--- config.mk ---
export PLATFORM = sky130hd
export DESIGN_NAME = reg_access_arbiter_flat
export DESIGN_NICKNAME = d
export VERILOG_FILES = /design/src/rtl/reg_access_arbiter_pkg.sv /design/src/rtl/reg_access_arbiter_if.sv /design/src/rtl/reg_access_arbiter_rr_pick.sv /design/src/rtl/reg_access_arbiter.sv /design/src/flat_wrapper.sv
export SDC_FILE = /design/constraint.sdc
export NUM_CORES = 1
export LEC_CHECK = 0
export CAP_MARGIN = 10
export CORE_MARGIN = 3
export CORE_UTILIZATION = 43
export CTS_CLUSTER_SIZE = 30
export DETAILED_ROUTE_END_ITERATION = 12
export GPL_TIMING_DRIVEN = 0
export PLACE_DENSITY = 0.8
export SYNTH_ARGS = -nofsm -noshare
export SYNTH_HDL_FRONTEND = slang
export SYNTH_SLANG_ARGS = --single-unit
--- constraint.sdc ---
create_clock -name clk -period 2.3 [get_ports clk]
set_clock_uncertainty 0.15 [all_clocks]
set_input_delay 0.345 -clock clk [delete_from_list [all_inputs] [get_ports clk]]
set_output_delay 0.345 -clock clk [all_outputs]
set_load 0.005 [all_outputs]
--- src/rtl/reg_access_arbiter_pkg.sv ---
// Shared types and constants for the register access arbiter: class-select
// encoding, streak counter width and legal parameter ranges.
package reg_arb_pkg;

  typedef enum logic [1:0] {
    CLS_NONE = 2'd0,
    CLS_WR   = 2'd1,
    CLS_RD   = 2'd2
  } cls_e;

  localparam int DATA_WIDTH_MIN = 8;
  localparam int DATA_WIDTH_MAX = 32;
  localparam int NUM_REQ_MIN    = 2;
  localparam int NUM_REQ_MAX    = 8;
  localparam int STREAK_MAX_LIM = 15;
  localparam int STREAK_W       = 4;

endpackage

--- src/rtl/reg_access_arbiter_if.sv ---
// Requester-side bus of the register access arbiter: per-requester request
// vectors in, registered grant and read response out.
interface reg_access_arbiter_if #(
  parameter int DATA_WIDTH = 8,
  parameter int NUM_REQ    = 4
);
  localparam int ID_W = $clog2(NUM_REQ);

  logic [NUM_REQ-1:0]            req;
  logic [NUM_REQ-1:0]            req_we;
  logic [NUM_REQ*DATA_WIDTH-1:0] req_wdata;
  logic [NUM_REQ-1:0]            gnt;
  logic                          rvalid;
  logic [DATA_WIDTH-1:0]         rdata;
  logic [ID_W-1:0]               rsp_id;
  logic [DATA_WIDTH-1:0]         reg_q;

  modport master (
    output req, req_we, req_wdata,
    input  gnt, rvalid, rdata, rsp_id, reg_q
  );

  modport slave (
    input  req, req_we, req_wdata,
    output gnt, rvalid, rdata, rsp_id, reg_q
  );
endinterface

--- src/rtl/reg_access_arbiter_rr_pick.sv ---
// Combinational round-robin picker: returns the first set bit of vec_i found
// searching upward from ptr_i+1, wrapping modulo NUM_REQ.
module rr_pick #(
  parameter int NUM_REQ = 4,
  localparam int ID_W   = $clog2(NUM_REQ)
) (
  input  logic [NUM_REQ-1:0] vec_i,
  input  logic [ID_W-1:0]    ptr_i,
  output logic               valid_o,
  output logic [ID_W-1:0]    idx_o
);

  localparam logic [ID_W:0] N_W = (ID_W+1)'(NUM_REQ);

  logic [ID_W:0] cand_s;

  // Scan from the farthest offset down so the nearest hit after ptr wins.
  always_comb begin
    valid_o = 1'b0;
    idx_o   = '0;
    cand_s  = '0;
    for (int off = NUM_REQ; off >= 1; off--) begin
      cand_s  = {1'b0, ptr_i} + (ID_W+1)'(off);
      cand_s  = (cand_s >= N_W) ? (cand_s - N_W) : cand_s;
      valid_o = vec_i[cand_s[ID_W-1:0]] ? 1'b1 : valid_o;
      idx_o   = vec_i[cand_s[ID_W-1:0]] ? cand_s[ID_W-1:0] : idx_o;
    end
  end

endmodule

--- src/rtl/reg_access_arbiter.sv ---
// Arbitrates single-cycle read/write accesses from NUM_REQ requesters onto one
// storage register: writes beat reads, round-robin per class, write streak cap.
module reg_access_arbiter
  import reg_arb_pkg::*;
#(
  parameter int DATA_WIDTH    = 8,
  parameter int NUM_REQ       = 4,
  parameter int MAX_WR_STREAK = 4
) (
  input  logic                 clk,
  input  logic                 reset,
  reg_access_arbiter_if.slave  bus
);

  localparam int ID_W = $clog2(NUM_REQ);
  localparam logic [STREAK_W-1:0] STREAK_CAP = STREAK_W'(MAX_WR_STREAK);
  localparam logic [ID_W-1:0]     PTR_RST    = ID_W'(NUM_REQ - 1);
  localparam logic [NUM_REQ-1:0]  GNT_ONE    = NUM_REQ'(1);

  if (DATA_WIDTH < DATA_WIDTH_MIN || DATA_WIDTH > DATA_WIDTH_MAX ||
      NUM_REQ < NUM_REQ_MIN || NUM_REQ > NUM_REQ_MAX ||
      MAX_WR_STREAK < 1 || MAX_WR_STREAK > STREAK_MAX_LIM) begin : g_param_err
    $error("reg_access_arbiter: parameter out of legal range");
  end

  logic [NUM_REQ-1:0]    elig_s, wr_vec_s, rd_vec_s;
  logic                  wr_valid_s, rd_valid_s;
  logic [ID_W-1:0]       wr_idx_s, rd_idx_s;
  logic [DATA_WIDTH-1:0] wdata_s [NUM_REQ];
  cls_e                  cls_s;

  logic [NUM_REQ-1:0]    gnt_q, gnt_d;
  logic                  rvalid_q, rvalid_d;
  logic [DATA_WIDTH-1:0] rdata_q, rdata_d;
  logic [ID_W-1:0]       rsp_id_q, rsp_id_d;
  logic [DATA_WIDTH-1:0] data_q, data_d;
  logic [ID_W-1:0]       ptr_q, ptr_d;
  logic [STREAK_W-1:0]   streak_q, streak_d;

  // The requester granted this cycle is masked so it cannot win the closing edge.
  assign elig_s   = bus.req & ~gnt_q;
  assign wr_vec_s = elig_s & bus.req_we;
  assign rd_vec_s = elig_s & ~bus.req_we;

  for (genvar i = 0; i < NUM_REQ; i++) begin : g_wdata
    assign wdata_s[i] = bus.req_wdata[i*DATA_WIDTH +: DATA_WIDTH];
  end

  rr_pick #(.NUM_REQ(NUM_REQ)) u_wr_pick (
    .vec_i(wr_vec_s), .ptr_i(ptr_q), .valid_o(wr_valid_s), .idx_o(wr_idx_s)
  );

  rr_pick #(.NUM_REQ(NUM_REQ)) u_rd_pick (
    .vec_i(rd_vec_s), .ptr_i(ptr_q), .valid_o(rd_valid_s), .idx_o(rd_idx_s)
  );

  // Class select: a full write streak yields to a pending read.
  always_comb begin
    cls_s = CLS_NONE;
    if (rd_valid_s && (streak_q == STREAK_CAP)) begin
      cls_s = CLS_RD;
    end else if (wr_valid_s) begin
      cls_s = CLS_WR;
    end else if (rd_valid_s) begin
      cls_s = CLS_RD;
    end else begin
      cls_s = CLS_NONE;
    end
  end

  // Grant, response, pointer and storage next state.
  always_comb begin
    gnt_d    = '0;
    rvalid_d = 1'b0;
    rdata_d  = rdata_q;
    rsp_id_d = rsp_id_q;
    ptr_d    = ptr_q;
    data_d   = data_q;
    case (cls_s)
      CLS_WR: begin
        gnt_d    = GNT_ONE << wr_idx_s;
        rsp_id_d = wr_idx_s;
        ptr_d    = wr_idx_s;
        data_d   = wdata_s[wr_idx_s];
      end
      CLS_RD: begin
        gnt_d    = GNT_ONE << rd_idx_s;
        rsp_id_d = rd_idx_s;
        ptr_d    = rd_idx_s;
        rdata_d  = data_q;
        rvalid_d = 1'b1;
      end
      default: begin
        gnt_d    = '0;
        rvalid_d = 1'b0;
      end
    endcase
  end

  // Consecutive write grants counted only while a read is waiting.
  always_comb begin
    streak_d = '0;
    if (!rd_valid_s) begin
      streak_d = '0;
    end else if (cls_s == CLS_WR) begin
      streak_d = (streak_q == STREAK_CAP) ? streak_q : (streak_q + STREAK_W'(1));
    end else begin
      streak_d = '0;
    end
  end

  // State registers with synchronous reset.
  always_ff @(posedge clk) begin
    if (reset) begin
      gnt_q    <= '0;
      rvalid_q <= 1'b0;
      rdata_q  <= '0;
      rsp_id_q <= '0;
      data_q   <= '0;
      ptr_q    <= PTR_RST;
      streak_q <= '0;
    end else begin
      gnt_q    <= gnt_d;
      rvalid_q <= rvalid_d;
      rdata_q  <= rdata_d;
      rsp_id_q <= rsp_id_d;
      data_q   <= data_d;
      ptr_q    <= ptr_d;
      streak_q <= streak_d;
    end
  end

  assign bus.gnt    = gnt_q;
  assign bus.rvalid = rvalid_q;
  assign bus.rdata  = rdata_q;
  assign bus.rsp_id = rsp_id_q;
  assign bus.reg_q  = data_q;

endmodule
--- src/flat_wrapper.sv ---
// flat-port wrapper written by rule: the top's interface ports become plain ports
module reg_access_arbiter_flat import reg_arb_pkg::*;
#(
  parameter int DATA_WIDTH    = 8,
  parameter int NUM_REQ       = 4,
  parameter int MAX_WR_STREAK = 4
)
  (clk, reset, bus_req, bus_req_we, bus_req_wdata, bus_gnt, bus_rvalid, bus_rdata, bus_rsp_id, bus_reg_q);
  reg_access_arbiter_if #(.DATA_WIDTH(DATA_WIDTH), .NUM_REQ(NUM_REQ)) bus_i ();
  input  logic clk;
  input  logic reset;
  input wire logic [$bits(bus_i.req)-1:0] bus_req;
  input wire logic [$bits(bus_i.req_we)-1:0] bus_req_we;
  input wire logic [$bits(bus_i.req_wdata)-1:0] bus_req_wdata;
  output wire logic [$bits(bus_i.gnt)-1:0] bus_gnt;
  output wire logic [$bits(bus_i.rvalid)-1:0] bus_rvalid;
  output wire logic [$bits(bus_i.rdata)-1:0] bus_rdata;
  output wire logic [$bits(bus_i.rsp_id)-1:0] bus_rsp_id;
  output wire logic [$bits(bus_i.reg_q)-1:0] bus_reg_q;
  assign bus_i.req = bus_req;
  assign bus_i.req_we = bus_req_we;
  assign bus_i.req_wdata = bus_req_wdata;
  assign bus_gnt = bus_i.gnt;
  assign bus_rvalid = bus_i.rvalid;
  assign bus_rdata = bus_i.rdata;
  assign bus_rsp_id = bus_i.rsp_id;
  assign bus_reg_q = bus_i.reg_q;
  reg_access_arbiter #(.DATA_WIDTH(DATA_WIDTH), .NUM_REQ(NUM_REQ), .MAX_WR_STREAK(MAX_WR_STREAK)) u_core (.clk(clk), .reset(reset), .bus(bus_i));
endmodule
==> results.md <==
- Outcome: finished clean
- Input/output buffers: 64
- Clock period minus worst slack: 2250 ps
- Pleak: 0.995 nW
- Tcrit/Tclk final: 98.0%
- GR Layer Usage met3: 6.16%
- CTS buffer count: 5
- Layout cells sized above 1: 13.8%
- Top Usage Layer GRT: met2
- Vias in the first global route: 1523
- Antenna diodes: 0
- Critical path class: in2reg
- Iteration-0 DRC Markers: 54
- Synth warn: 0
- Seq/Total Area, Yosys: 36.0%
- Clk_lat worst skew: 280 ps
- TNS Setup: 0 ps
- Hold Path Cell Cnt: 1
- Launching point of the worst reg2reg path: u_core.bus.gnt[1]
- Stages on worst setup path: 6
- CP max-delay cell: clkdlybuf4s50_1
- WL final: 4650 um
- Most common cell after layout, fill and taps aside: clkdlybuf4s50_1
- Post-placement cell area: 0.00231 mm^2
- CTS sink cnt: 29
- Most frequent cells in the layout: clkdlybuf4s50_1 (62), dfxtp_1 (29), mux2i_1 (24)
- Gr ovfl total: 0
- Core area: 0.00347 mm^2
- CP Max Fanout: 5
- ANT nets after route: 0
- Initial Util: 46.5%
- Non-Filler Instances: 278
- Flop-to-flop setup slack: 200 ps
- Final hold violations: 0
- Hold/Removal Path Class: reg2reg
- Register bit total from synthesis: 29
- Worst Reg2Reg Path Length in Cells: 5
- Power density cells: 656 mW/mm^2
- # setup viols final: 0
- Crit path arrival time: 2270 ps
- Critical path endpoint category: flip-flop
- Avg WL per Cell: 16.7 um
- Netlist cell types: 43
- Layout area overhead: 54.2%
- Global-route wire length before repair: 7050 um
- CP dominant cell by count: a211o_1
- Max-slew headroom: 62.1%
- Die H: 67.2 um
- Reg2reg end: u_core.ptr_q[0]
- Final nets: 276
- CTS tree: built
- Max Slew Vio Count: 0
- DP Wirelength: 3520 um
- Initial antenna violation count: 0
- Die Area: 0.00452 mm^2
- Vias per cell: 5.45
- Die Wd: 67.2 um
- Drt drc: 0
- Worst-Margin Slew: 563 ps
- Clock-pin transition on the worst setup and hold timing paths: 60 ps
- Post-Synthesis Cells: 158
- Worst path max stage delay: 510 ps
- Startpoint types: input pin
- Maximum VDD drop: 468 uV
- Crit path from: bus_req[2]
- Gr usage total: 20.9%
- Setup crit end: u_core.ptr_q[0]
- Max-cap viol count: 0
- CP Buf/Inv Count: 1
- Top delay family on crit path: compound AO/OA/AOI/OAI gates
- WHS: 325 ps
- Vias: 1515
- EDFF count, synth: 0
- Clk buf depth: 2
- I/O pin cnt: 65
- Syn Area/Cell: 10.2 um^2
- CP cell instances: clkdlybuf4s50_1, nor3b_4, a2111oi_0, a211o_1, mux2_4, a211o_1
- Largest net degree at the start of global routing: 11
- Fraction of registers with async set/reset: 0%
- H-tree depth: 2
- Dominant synthesized flop cell: dfxtp_1
- Cells after DPL: 268
- Design Area, Final: 0.00249 mm^2
- CTS Root Cell: clkbuf_8
- Met2 capacity usage during global routing: 35.7%
- Worst path required time: 2320 ps
- Met1 capacity usage during global routing: 25.5%
- Row count: 21
- Post-CTS Hold Buffers: 0
- DRT Pass-1 Iters: 4
- Syn Nets: 202
- Synthesized area: 0.00161 mm^2
- Fmax: 443 MHz
- Hold Path Origin: u_core.streak_q[0]
- Routability congestion estimate: 0.829
## worst min-delay path by stage
stage	slack [ps]	to
after floorplan	280	u_core.streak_q[0]
after global placement	290	u_core.streak_q[0]
after detailed placement	320	u_core.streak_q[0]
after CTS	330	u_core.streak_q[0]
after global routing	350	u_core.streak_q[0]
final	320	u_core.streak_q[0]
## cells in the mapped netlist, types with 2 or more instances
master	instances	area share, %
mux2i_1	25	16
nor3b_1	2	0.93
nand3_1	3	0.93
dfxtp_1	29	36
o211ai_1	3	1.4
nor3_1	3	0.93
a21oi_1	3	0.93
inv_1	4	0.93
nor3b_2	3	2.3
nand2_1	12	2.8
ha_1	2	1.6
nand3b_1	8	3.7
o221ai_1	8	4.3
and3b_1	5	2.7
clkbuf_1	2	0.47
nor2_1	15	3.5
nor2b_1	2	0.78
mux2_4	2	1.9
buf_8	2	1.9
a211o_1	2	1.1
## sequential cells by signal (all words and copies together) (netlist names)
signal / cells
u_core.bus.rsp_id: 2
u_core.bus.rvalid: 1
u_core.bus.gnt: 4
u_core.streak_q: 4
u_core.bus.reg_q: 8
u_core.ptr_q: 2
u_core.bus.rdata: 8
## cells by family (layout without fill, tap and decap cells)
group,count (synthesis),count (layout),share of synthesized area (%)
fa+ha+maj,2,2,1.55
buf+inv,10,84,4.27
flops,29,29,36.0
xor+xnor,1,1,0.543
mux,27,27,17.4
compound gates,25,25,14.2
simple gates,64,64,26.1
## routing by layer
layer	wire length (um)	share of wire, %	vias up
met2	2370	51	46
li1	-	-	747
met5	0	0	-
met1	1980	43	714
met4	55	1.2	0
met3	245	5.3	8
## worst reg2reg max path, stage by stage (launching register included)
cell     delay (ps)
dfxtp_1         470
and3b_2         290
nor4_4          280
o21ba_4         210
mux2_4          320
a211o_1         270
## metrics by stage
stage	setup slack, ps	utilization (%)	total power (W)
2_1_floorplan	297	-	0.000929
3_3_place_gp	-335	66.6	0.00117
3_5_place_dp	-418	66.6	0.00118
4_1_cts	4.09	70.2	0.00161
5_1_grt	-8.88	71.7	0.00171
6_report	45.2	71.7	0.00163
## report_power, final
part           total [W]  internal (W)  switching [W]  leakage [nW]
Sequential      0.000630      0.000567      0.0000630         0.238
Combinational   0.000585      0.000341       0.000244         0.713
Clock           0.000415      0.000237       0.000179        0.0443
## timing repair
action	in CTS	in global routing
setup buffers	2	1
gates resized for setup	4	9
setup endpoints to repair	11	12
pin swaps	2	1
## area by class of cell
type / count / area (um^2)
plain buffers: 6 / 53.8
repair buffers: 67 / 668
flip-flops and latches: 29 / 581
clock buffers: 7 / 86.3
multi-input cells: 119 / 1030
fillers: 266 / 981
well taps: 46 / 57.6
inverters: 4 / 15.0
Note: power is estimated with default switching activity, not from simulation.
